[src/rtl/imm_extend_stage.sv]
// Registered immediate-generation stage for the decode pipeline.
// Extracts in_instr[IMM_W-1:0], extends it to OUT_W using one of four modes,
// and presents it through a valid/ready handshake. A one-entry skid buffer
// catches the single in-flight immediate that arrives while the output stalls.
module imm_extend_stage #(
    parameter int INSTR_W = 32,
    parameter int IMM_W   = 16,
    parameter int OUT_W   = 32,
    parameter int SHAMT   = 2
) (
    input  logic               clk,
    input  logic               rst_n,
    input  logic               flush,
    input  logic               in_valid,
    output logic               in_ready,
    input  logic [INSTR_W-1:0] in_instr,
    input  logic [1:0]         in_mode,
    output logic               out_valid,
    input  logic               out_ready,
    output logic [OUT_W-1:0]   out_imm
);

    typedef enum logic [1:0] {
        MODE_SEXT     = 2'd0,
        MODE_ZEXT     = 2'd1,
        MODE_SEXT_SHL = 2'd2,
        MODE_UPPER    = 2'd3
    } mode_e;

    mode_e              mode;
    logic [IMM_W-1:0]   imm;
    logic [OUT_W-1:0]   imm_sext;
    logic [OUT_W-1:0]   imm_zext;
    logic [OUT_W-1:0]   imm_ext;

    // Architectural state
    logic               out_valid_q;
    logic [OUT_W-1:0]   out_imm_q;
    logic               skid_valid_q;
    logic [OUT_W-1:0]   skid_data_q;
    logic               in_ready_q;

    // Next-state values
    logic               out_valid_d;
    logic [OUT_W-1:0]   out_imm_d;
    logic               skid_valid_d;
    logic [OUT_W-1:0]   skid_data_d;
    logic               in_ready_d;

    logic               accept;
    logic               drain;

    assign mode = mode_e'(in_mode);
    assign imm  = in_instr[IMM_W-1:0];

    // Instruction bits above the immediate field are intentionally ignored.
    generate
        if (INSTR_W > IMM_W) begin : g_unused_hi
            logic unused_instr_hi;
            assign unused_instr_hi = ^in_instr[INSTR_W-1:IMM_W];
        end
    endgenerate

    // Sign extension built bit by bit so OUT_W == IMM_W needs no zero-width replication.
    always_comb begin
        // NOTE: every variable written in a combinational block gets a default first, so no path can infer a latch.
        imm_sext = '0;
        for (int i = 0; i < OUT_W; i++) begin
            imm_sext[i] = (i < IMM_W) ? imm[i] : imm[IMM_W-1];
        end
    end

    assign imm_zext = OUT_W'(imm);

    // Mode select: sign, zero, sign-then-shift (branch offset), or upper placement.
    always_comb begin
        imm_ext = imm_sext;
        case (mode)
            MODE_SEXT:     imm_ext = imm_sext;
            MODE_ZEXT:     imm_ext = imm_zext;
            MODE_SEXT_SHL: imm_ext = imm_sext << SHAMT;
            MODE_UPPER:    imm_ext = imm_zext << (OUT_W - IMM_W);
            default:       imm_ext = imm_sext;
        endcase
    end

    assign accept = in_valid && in_ready_q;
    assign drain  = out_valid_q && out_ready;

    // Handshake next state: flush wins, then refill output from skid (FIFO), then from input.
    always_comb begin
        out_valid_d  = out_valid_q;
        out_imm_d    = out_imm_q;
        skid_valid_d = skid_valid_q;
        skid_data_d  = skid_data_q;
        if (flush) begin
            out_valid_d  = 1'b0;
            skid_valid_d = 1'b0;
        end else if (!out_valid_q || drain) begin
            if (skid_valid_q) begin
                // in_ready is low whenever skid is full, so no accept competes here.
                out_valid_d  = 1'b1;
                out_imm_d    = skid_data_q;
                skid_valid_d = 1'b0;
            end else if (accept) begin
                out_valid_d = 1'b1;
                out_imm_d   = imm_ext;
            end else begin
                out_valid_d = 1'b0;
            end
        end else if (accept) begin
            skid_valid_d = 1'b1;
            skid_data_d  = imm_ext;
        end
        // Registered ready tracks the upcoming skid occupancy, so a full skid blocks the very next cycle.
        in_ready_d = !skid_valid_d;
    end

    // State registers; every held value, skid data included, clears on reset.
    always_ff @(posedge clk or negedge rst_n) begin
        if (!rst_n) begin
            out_valid_q  <= 1'b0;
            out_imm_q    <= '0;
            skid_valid_q <= 1'b0;
            skid_data_q  <= '0;
            in_ready_q   <= 1'b0;
        end else begin
            // NOTE: sequential state uses non-blocking assignments so all registers update from pre-edge values.
            out_valid_q  <= out_valid_d;
            out_imm_q    <= out_imm_d;
            skid_valid_q <= skid_valid_d;
            skid_data_q  <= skid_data_d;
            in_ready_q   <= in_ready_d;
        end
    end

    assign out_valid = out_valid_q;
    assign out_imm   = out_imm_q;
    assign in_ready  = in_ready_q;

endmodule
[config.mk]
export PLATFORM = sky130hd
export DESIGN_NAME = imm_extend_stage
export DESIGN_NICKNAME = d
export VERILOG_FILES = /design/src/rtl/imm_extend_stage.sv
export SDC_FILE = /design/constraint.sdc
export NUM_CORES = 1
export LEC_CHECK = 0
export CORE_ASPECT_RATIO = 0.7
export CORE_MARGIN = 5
export CORE_UTILIZATION = 57
export CTS_BUF_LIST = sky130_fd_sc_hd__clkbuf_2 sky130_fd_sc_hd__clkbuf_4 sky130_fd_sc_hd__clkbuf_8
export DETAILED_ROUTE_END_ITERATION = 10
export GPL_TIMING_DRIVEN = 0
export PLACE_DENSITY_LB_ADDON = 0.2
export SLEW_MARGIN = 20
export SYNTH_ARGS = -nofsm -noshare
export SYNTH_HDL_FRONTEND = slang
export SYNTH_SLANG_ARGS = --single-unit
[constraint.sdc]
create_clock -name clk -period 2.55 [get_ports clk]
set_input_delay 0.3825 -clock clk [delete_from_list [all_inputs] [get_ports clk]]
set_output_delay 0.3825 -clock clk [all_outputs]
set_load 0.005 [all_outputs]
### After elaboration in Yosys (flattened, before gate mapping)

Cells that the tools add are included.
W data, S select, Z words.

* mux-type cells: 10
* eq/ne operators: 3
* bitwise logic cells: 2
* reductions and logical operators: 10

Operator list (number)
* $pmux W32 S4: 1
* $mux W32: 2
* $mux W1: 7
* $reduce_and A3 Y1: 2
* $eq A2 B2 Y1 const B: 2
* $reduce_bool A2 Y1: 2
* $eq A2 B1 Y1 const B: 1
* $logic_and A1 B1 Y1: 2
* $logic_not A1 Y1: 2
* $logic_not A2 Y1: 1
* $not A1 Y1: 2
* $logic_or A1 B1 Y1: 1

* flip-flop bits (word level): 67
* logic and storage cells: 30
* output and inout bits: 34

### Logic depth before layout (Yosys ltp)

Gate-level depths: netlist of the first run.

* depth after elaboration: 5
* mapped depth: 6

### Worst setup path before layout of the first run

OpenSTA, ideal clock, no wires.

* path kind: reg-to-reg
* from: reg out_valid_q (netlist: out_valid)
* to: reg out_imm_q[19] (netlist: out_imm[19])
* cell stages (with the launch flop): 7
* clock period less this slack: 1.623 ns
* slack: 0.927 ns
* buffers on the path: 3
* data arrival time: 1.497 ns
* cell sequence: dfrtp_1 > nor2b_4 > buf_6 > or3_1 > buf_6 > buf_12 > mux2_4

* word-level cells in the longest chain between the ends: 3
* elaborated cells between the ends (all ways): 4

RTL lines
* from (decl): RTL line 37 `logic out_valid_q;`
* from (signal assigned): RTL line 129 `out_valid_q <= out_valid_d;`
* $logic_not A1 Y1 / $logic_and A1 B1 Y1 (equally long branches): RTL line 99, 88
* $logic_or A1 B1 Y1 (*): RTL line 99 `end else if (!out_valid_q || drain) begin`
* $reduce_and A3 Y1 (no source line) (*)
* to (signal assigned): RTL line 130 `out_imm_q <= out_imm_d;`
* to (decl): RTL line 38 `logic [OUT_W-1:0] out_imm_q;`

Every way passes the cells marked *; elsewhere a longest branch is shown, timed or not.
A chain may end at the register's enable or synchronous reset.

### Worst setup path after layout of the first run

* from: in out_ready
* to: reg skid_data_q[9]

* word-level cells in the longest chain between the ends: 4

RTL lines
* from (decl): RTL line 19 `input logic out_ready,`
* $logic_and A1 B1 Y1: RTL line 88 `assign drain = out_valid_q && out_ready;`
* $logic_or A1 B1 Y1: RTL line 99
* $not A1 Y1 (no source line)
* $reduce_and A3 Y1 (no source line)
* to (signal assigned): RTL line 132 `skid_data_q <= skid_data_d;`
* to (decl): RTL line 40 `logic [OUT_W-1:0] skid_data_q;`

Every way passes these cells.

==> metrics.txt, run 1 <==
average cell area after synthesis approximately 11 um2; count of fill cells added during filler insertion ~400; Crit. End Element register; # clock sinks between 60 and 70; starting utilization of the core area around three fifths; cell at the slowest stage of the critical path clkdlybuf4s50_1; worst stage delay on the critical path between 0.4 and 0.5 ns; clock-pin slew on the worst setup and hold paths about 0.070 ns; relative area change from synthesis to final layout 25.7%; Finished Cell Area between 4000 and 5000 um2; full die area just under 8000 um2; number of synthesis warnings 0; worst-case headroom to the max-slew limit roughly three fifths; Max FO, Critical Path 10; vias roughly 2,800; commonest non-fill, non-tap cell in the layout dfrtp_1; number of nets at the end of the flow 414; simple logic cell fraction of the synthesized area roughly a tenth; power density over the cells 696 nW/um2; number of placement rows 23; kind of cell with the highest combined delay on the critical path buffers and inverters; number of cells upsized or downsized after cts 0; fraction of final layout cells sized beyond drive strength 1 21.1%; parity-gate share of the synthesized area counting xor and xnor cells 0%; die boundary width about 100 um; post-route ant nets 0; total I/O pin count 73; number of buffers and inverters on the critical path 2; number of register bits inferred by synthesis 67; maximum frequency from static timing analysis 0.507 GHz; Detailed Routing Iterations Pass 1 4; R2R depth 4; HPWL after detailed placement about 6300 um; most frequent cells in the layout dfrtp_1 (67), clkdlybuf4s50_1 (55), mux2_2 (32); grt total ovfl 0; worst hold path class primary input to asynchronous set/reset pin; outcome completed; Die Ht between 70 and 80 um; via count of the first global-routing pass ~2,800; routed length per instance between 15 and 20 um; global routing usage summed across all routing layers between 20% and 30%; core utilization of the finished layout roughly three quarters; CTS H-tree lvls 3; CTS tree done; proportion of register bits with asynchronous set or reset after synthesis between 90% and 100%; number of hold violations in the final report 0; R2R setup slack between 0.7 and 0.8 ns; CP startpoint kind primary input; synthesized-area fraction occupied by adder cells 0%; worst slack on hold paths between 0.4 and 0.5 ns; sequential share of the synthesized area 48.6%; setup skew after layout around 0.0055 ns; final routed DRC violation total 0; post-synthesis cell count between 300 and 400; number of synthesized flops with an enable pin 0; critical path, cell by cell clkdlybuf4s50_1 -> or2b_1 -> nor3_2 -> buf_2 -> mux2_2; number of failing setup endpoints in the final timing report 0; Leak Pwr about 2 nW; count of different cell masters after synthesis 31; worst path required time 2.78 ns; most used flip-flop cell after synthesis dfrtp_1; Peak VDD IR just over 0.0005 V; clock tree buffer depth 2; per-cell via count in the routed design about 6.2; total nets after synthesis ~350; instance area at placement 4130 um2; post-route clock period utilization between 70% and 80%; number of antenna violations at the first check in global routing 0; CP Data Arrival Time between 2 and 2.5 ns; largest net degree at the start of global routing 49; TritonCTS Buffers 9; Synth Area in Compound Gates between 10% and 20%; worst setup path class primary input to register; number of antenna repair diodes 0; DP Worst Slack 0.235 ns; final-report max-slew violation count 0; clock latency reported for the late side of the worst-skew pair 0.35 ns; fraction of synthesized area in multiplexers between 15 and 20%; area of the core ~5800 um2; Clock Root Buffer clkbuf_8; unrepaired setup endpoints after global routing no; final critical-path required period ~2.0 ns; largest family of logic cells by synthesized area compound AO/OA/AOI/OAI gates; setup slack after layout a little under 0.6 ns; cell depth of the worst setup path 5; first-pass GRT wire length roughly 14,000 um; transition at the pin with the smallest max-transition slack just over 0.6 ns; First DRT Iteration DRCs 194; Post-Route WL 8700 um; netlist area before placement 3450 um2; maximum capacitance violations 0; count of buffers inserted at the top-level ports 56; routability cong. ~0.84
cell families (layout without fill, tap and decap cells):
| group | count (synthesis) | in the layout |
|---|---|---|
| simple gates | 71 | 71 |
| flops | 67 | 67 |
| mux | 49 | 49 |
| buf+inv | 36 | 110 |
| compound gates | 83 | 83 |
final timing paths:
kind / from / end
hold / removal: rst_n / skid_data_q[8]$_DFFE_PN0P_
max in group asynchronous: rst_n / skid_data_q[16]$_DFFE_PN0P_
min in group clk: skid_data_q[16]$_DFFE_PN0P_ / skid_data_q[16]$_DFFE_PN0P_
setup reg to reg: out_valid$_DFFE_PN0P_ / skid_data_q[9]$_DFFE_PN0P_
setup / recovery: out_ready / skid_data_q[9]$_DFFE_PN0P_
hold reg to reg: skid_data_q[16]$_DFFE_PN0P_ / skid_data_q[16]$_DFFE_PN0P_
timing repair:
action                                 CTS  global route
endpoints found under the hold margin   19             0
buffers inserted                         0             0
hold buffers                             1             0
registers in the layout (all words and copies together) (netlist names):
name,flops
out_valid,1
skid_valid_q,1
out_imm,32
in_ready,1
skid_data_q,32
cell usage after synthesis, types with 2 or more instances:
cell      count  share of area [%]
nor2b_1      18                3.3
a221oi_1     13                3.3
nor2_1       14                1.5
mux2i_1       4                1.2
buf_6         4                1.3
nand2b_1      2               0.36
inv_1         4               0.43
buf_2        11                1.6
mux2_4       12                5.2
clkbuf_1     13                1.4
a31oi_1      15                2.7
and2_1        2               0.36
dfrtp_1      67                 49
nand3_1      15                2.2
o21ai_0       4               0.58
a21oi_1       3               0.43
buf_1         2               0.22
nand2_1      15                1.6
a22o_1       14                3.6
or3_1         2               0.36
mux2_2       32                 10
o31ai_1      31                6.7
where the power goes:
part	internal (mW)	switching, mW	leakage, nW
clock	0.484	0.405	0.103
combinational	0.447	0.276	1.00
sequential	1.29	0.120	0.848
total	2.22	0.802	1.95
through the flow:
stage	setup TNS, ns	std cells	power [mW]
after global routing	0	455	3.17
final	0	455	3.02
after CTS	0	455	3.04
after detailed placement	0	438	2.15
after global placement	-76.03	437	2.11
after floorplan	0	306	1.77
worst register-to-register path, delay by kind of cell (launching register included):
| kind | cells | cell delay, ns |
|---|---|---|
| flip-flops | 1 | 0.36 |
| multiplexers | 1 | 0.38 |
| buffers and inverters | 1 | 0.36 |
| AND/OR/NAND/NOR | 2 | 0.60 |
area by class of cell:
type / instances / area, um2 / share of cell area (%)
flip-flops and latches: 67 / 1680 / 38.7
multi-input cells: 203 / 1580 / 36.4
repair buffers: 58 / 596 / 13.7
plain buffers: 31 / 176 / 4.07
clock buffers: 11 / 145 / 3.35
well taps: 75 / 93.8 / 2.16
clock inverters: 5 / 52.6 / 1.21
inverters: 5 / 18.8 / 0.433
per-layer routing:
layer	GRT usage, %	vias to the layer above	wire length, um	share of wire [%]
li1	-	1274	-	-
met5	0	-	0	0
met4	8.76	0	150	1.7
met1	33.0	1386	3800	44
met2	37.0	129	3910	45
met3	9.72	17	831	9.6
No activity file was read; power rests on OpenSTA's default activity.
==> inputs of run 2 (changes only) <==
Settings changed: CORE_UTILIZATION 57 to 48.
Clock period 2.55 ns to 1.75 ns, I/O delays scaled along.
==> run 2 against run 1 <==
First-iteration DRC count grew 29%. Combinational power grew 47%. Clock power grew 64%. Sequential power grew 45%. Global-route usage shrank 3.9 points. Sequential share of layout area shrank 0.65 points. Die area grew 17%. Final cell count grew 4.0%. Non-clock buffer count shrank 1. Power grew 51%.
==> metrics.txt, run 2 (synthesized netlist as in run 1, its figures left out) <==
outcome completed; endpoint of the lowest-slack register-to-register path out_imm[29]$_DFFE_PN0P_; total I/O pin count 73; number of placement rows 25; maximum capacitance violations 0; maximum frequency from static timing analysis 0.585 GHz; Leak Pwr 1.98 nW; portion of total power attributed to the clock network 32.0%; routability cong. between 0.8 and 0.9; full die area ~9000 um2; portion of total power attributed to sequential cells between 40% and 50%; worst stage delay on the critical path ~0.46 ns; number of buffers added for setup after CTS 0; routed length per instance about 19 um; first-pass GRT wire length around 15,000 um; R2R depth 6; worst setup path class primary input to register; vias 2,787; final routed DRC violation total 0; worst slack on hold paths 0.320 ns; area of the core 6880 um2; number of nets at the end of the flow roughly 410; transition at the pin with the smallest max-transition slack ~0.59 ns; post-route clock period utilization 97.7%; CTS tree done; setup slack after layout around 0.04 ns; fraction of final layout cells sized beyond drive strength 1 between 20% and 30%; clock latency reported for the late side of the worst-skew pair around 0.35 ns; First DRT Iteration DRCs 251; cell count after placement between 400 and 500; count of fill cells added during filler insertion about 560; count of buffers inserted at the top-level ports 56; Peak VDD IR 0.000568 V; net switching fraction of the power 26.3%; per-cell via count in the routed design 5.89; power density over the cells just over 1000 nW/um2; setup skew after layout around 0.0091 ns; CP Data Arrival Time 1.94 ns; destination of the critical timing path skid_data_q[13]$_DFFE_PN0P_; unrepaired setup endpoints after global routing yes; clock tree buffer depth 2; number of hold violations in the final report 0; final-report max-slew violation count 0; critical path, cell by cell clkdlybuf4s50_1 -> or2b_1 -> nor3_4 -> buf_4 -> mux2_2; Die Ht 80.9 um; relative area change from synthesis to final layout 27.8%; final critical-path required period between 1.5 and 2 ns; clock-pin slew on the worst setup and hold paths about 0.080 ns; number of antenna repair diodes 0; Post-Route WL between 8000 and 9000 um; post-route ant nets 0; die boundary width ~110 um; number of antenna violations at the first check in global routing 0; Detailed Routing Iterations Pass 1 5; worst hold path class primary input to asynchronous set/reset pin; number of buffers and inverters on the critical path 2; number of cells in the finished layout apart from fillers 473; internal power between 3 and 4 mW; cell at the slowest stage of the critical path clkdlybuf4s50_1; grt total ovfl 0; Setup crit start out_ready; cell depth of the worst setup path 5; starting utilization of the core area 50.1%; HPWL after detailed placement 6430 um; most frequent cells in the layout dfrtp_1 (67), clkdlybuf4s50_1 (55), mux2_2 (32); reg-to-reg startpoint out_valid$_DFFE_PN0P_; Max FO, Critical Path 10; worst path required time around 2.0 ns; CTS H-tree lvls 3; Clock Root Buffer clkbuf_8; Logic pwr share 23.1%; # clock sinks 67; DP Worst Slack -0.440 ns; largest net degree at the start of global routing 50; worst-case headroom to the max-slew limit roughly 60%; global routing usage summed across all routing layers 20.9%; kind of cell with the highest combined delay on the critical path buffers and inverters; TritonCTS Buffers 9; switching power summed over all nets 1.20 mW; Crit. End Element register; number of failing setup endpoints in the final timing report 0; CP startpoint kind primary input; via count of the first global-routing pass ~3,000; core utilization of the finished layout between 60% and 70%; R2R setup slack approximately 0.05 ns; commonest non-fill, non-tap cell in the layout dfrtp_1
==> run 2: what timing repair did <==
item | in CTS | in global routing
resized for setup | 5 | 11
hold endpoints to repair | 18 | 0
endpoints found under the setup margin | 32 | 32
hold buffers | 1 | 0
==> run 2: metrics by stage <==
stage / power (mW) / instance area [um2] / TNS [ns]
2_1_floorplan: 2.59 / 3450 / 0
3_3_place_gp: 3.09 / 4130 / -146.47
3_5_place_dp: 3.13 / 4150 / -21.50
4_1_cts: 4.59 / 4400 / 0
5_1_grt: 4.79 / 4410 / -0.0353
6_report: 4.57 / 4410 / 0
==> run 2: power by group through the flow <==
stage	logic [mW]	clock network, mW	registers (mW)
floorplan	0.535	0	2.05
global placement	1.03	0	2.06
detailed placement	1.05	0	2.08
CTS	1.06	1.48	2.05
global route	1.15	1.55	2.09
finish	1.06	1.46	2.05
==> run 2: worst min path at each step <==
stage / startpoint / endpoint / slack (ns) / cells after the start
floorplan: rst_n / in_ready$_DFF_PN0_ / -0.03 / 0
global placement: skid_data_q[16]$_DFFE_PN0P_ / skid_data_q[16]$_DFFE_PN0P_ / 0.47 / 1
detailed placement: rst_n / out_imm[2]$_DFFE_PN0P_ / 0.16 / 1
CTS: rst_n / in_ready$_DFF_PN0_ / 0.32 / 2
global route: rst_n / out_imm[31]$_DFFE_PN0P_ / 0.34 / 2
finish: rst_n / out_imm[2]$_DFFE_PN0P_ / 0.32 / 2
==> run 2: layout make-up <==
class	count	area, um2	share of cell area (%)
multi-input cells	203	1590	35.9
plain buffers	30	191	4.34
well taps	94	118	2.67
flip-flops and latches	67	1680	38.0
clock buffers	10	138	3.12
inverters	5	18.8	0.425
repair buffers	58	596	13.5
clock inverters	6	88.8	2.01
==> run 2: routing by layer <==
| metal | wire length [um] | global-route usage (%) |
|---|---|---|
| met5 | 0 | 0 |
| met4 | 72 | 6.56 |
| met3 | 525 | 5.73 |
| met2 | 3990 | 32.5 |
| met1 | 4360 | 28.7 |
==> inputs of run 3 (changes only) <==
Settings changed: CAP_MARGIN set to 5, MAX_ROUTING_LAYER set to met4.
==> run 3 against run 2 <==
Register-to-register slack barely moved. Worst hold slack better by 0.0011 ns. Wire length up 0.36%. Clock-buffer cell count did not move. Final cell count unchanged. Clock skew hardly changed.
==> metrics.txt, run 3 (synthesized netlist as in run 1, its figures left out) <==
maximum frequency from static timing analysis between 0.5 and 0.6 GHz; global routing usage summed across all routing layers between 20 and 25%; commonest non-fill, non-tap cell in the layout dfrtp_1; transition at the pin with the smallest max-transition slack about 0.6 ns; kind of cell with the highest combined delay on the critical path buffers and inverters; number of failing setup endpoints in the final timing report 0; routability cong. between 0.8 and 0.9; Max FO, Critical Path 10; number of hold violations in the final report 0; clock-pin slew on the worst setup and hold paths around 0.080 ns; R2R setup slack ~0.05 ns; final critical-path required period 1.71 ns; worst stage delay on the critical path roughly 0.46 ns; Crit. End Element register; worst path required time just under 2 ns; # clock sinks between 60 and 70; worst slack on hold paths between 0.3 and 0.4 ns; Peak VDD IR 0.000569 V; final-report max-slew violation count 0; grt total ovfl 0; number of antenna repair diodes 0; vias around 2,800; DP Worst Slack -0.440 ns; number of buffers and inverters on the critical path 2; worst hold path class primary input to asynchronous set/reset pin; area of the core 6880 um2; via count of the first global-routing pass ~3,000; Clock Root Buffer clkbuf_8; CTS tree done; CTS H-tree lvls 3; total I/O pin count 73; Post-Route WL 8980 um; Leak Pwr a little under 2 nW; Detailed Routing Iterations Pass 1 5; die boundary width approximately 110 um; worst-case headroom to the max-slew limit 60.5%; largest net degree at the start of global routing 50; number of placement rows 25; most frequent cells in the layout dfrtp_1 (67), clkdlybuf4s50_1 (55), mux2_2 (32); number of nets at the end of the flow around 410; fraction of final layout cells sized beyond drive strength 1 22.4%; relative area change from synthesis to final layout 27.8%; setup TNS 0 ns; CP startpoint kind primary input; post-route clock period utilization between 90 and 100%; setup slack after layout between 0.03 and 0.04 ns; CP Data Arrival Time 1.94 ns; maximum capacitance violations 0; clock latency reported for the late side of the worst-skew pair between 0.3 and 0.4 ns; total power consumption of the routed design around 4.6 mW; TritonCTS Buffers 9; setup skew after layout between 0.009 and 0.01 ns; count of buffers inserted at the top-level ports between 50 and 60; outcome completed; First DRT Iteration DRCs around 220; starting utilization of the core area around 50%; worst setup path class primary input to register; routed length per instance 19.0 um; final routed DRC violation total 0; cell at the slowest stage of the critical path clkdlybuf4s50_1; post-route ant nets 0; per-cell via count in the routed design 5.90; Die Ht a little over 80 um; critical path, cell by cell clkdlybuf4s50_1 -> or2b_1 -> nor3_4 -> buf_4 -> mux2_2; HPWL after detailed placement about 6400 um; power density over the cells between 1000 and 1500 nW/um2; clock tree buffer depth 2; number of antenna violations at the first check in global routing 0; unrepaired setup endpoints after global routing yes; full die area about 9000 um2; first-pass GRT wire length between 10,000 and 15,000 um
run 3: final timing paths:
path	from	endpoint	cells past startpoint
max in group asynchronous	rst_n	skid_data_q[7]$_DFFE_PN0P_	3
max reg2reg	out_valid$_DFFE_PN0P_	skid_data_q[7]$_DFFE_PN0P_	4
min in group clk	skid_data_q[16]$_DFFE_PN0P_	skid_data_q[16]$_DFFE_PN0P_	1
min	rst_n	out_imm[2]$_DFFE_PN0P_	2
max	out_ready	skid_data_q[7]$_DFFE_PN0P_	5
min reg2reg	skid_data_q[16]$_DFFE_PN0P_	skid_data_q[16]$_DFFE_PN0P_	1
run 3: cell type report:
cell class,instances,area (um2)
Clock buffer,10,138
Multi-Input combinational cell,203,1590
Sequential cell,67,1680
Inverter,5,18.8
Fill cell,559,2470
Timing Repair Buffer,58,596
Tap cell,94,118
Buffer,30,191
Clock inverter,6,88.8
run 3: metrics by stage:
step	instances	area (um2)	util [%]
floorplan	306	3450	-
global placement	456	4130	60.0
detailed placement	457	4150	60.4
CTS	473	4400	64.0
global route	473	4410	64.1
finish	473	4410	64.1
run 3: repair_timing:
item	CTS	global route
endpoints found under the setup margin	32	29
hold buffers	1	0
hold endpoints to repair	18	0
setup buffers	0	0
resized for setup	5	11
run 3: routing by layer:
metal	routed length (um)	up-vias	GRT usage, %
met5	0	-	-
met4	90	0	5.83
met3	620	13	6.03
met2	3980	122	32.5
met1	4290	1386	29.0
li1	-	1271	-
run 3: where the power goes:
part           switching (mW)  total (mW)  internal [mW]
Combinational           0.401        1.05          0.653
Sequential              0.181        2.05           1.87
Clock                   0.625        1.47          0.840
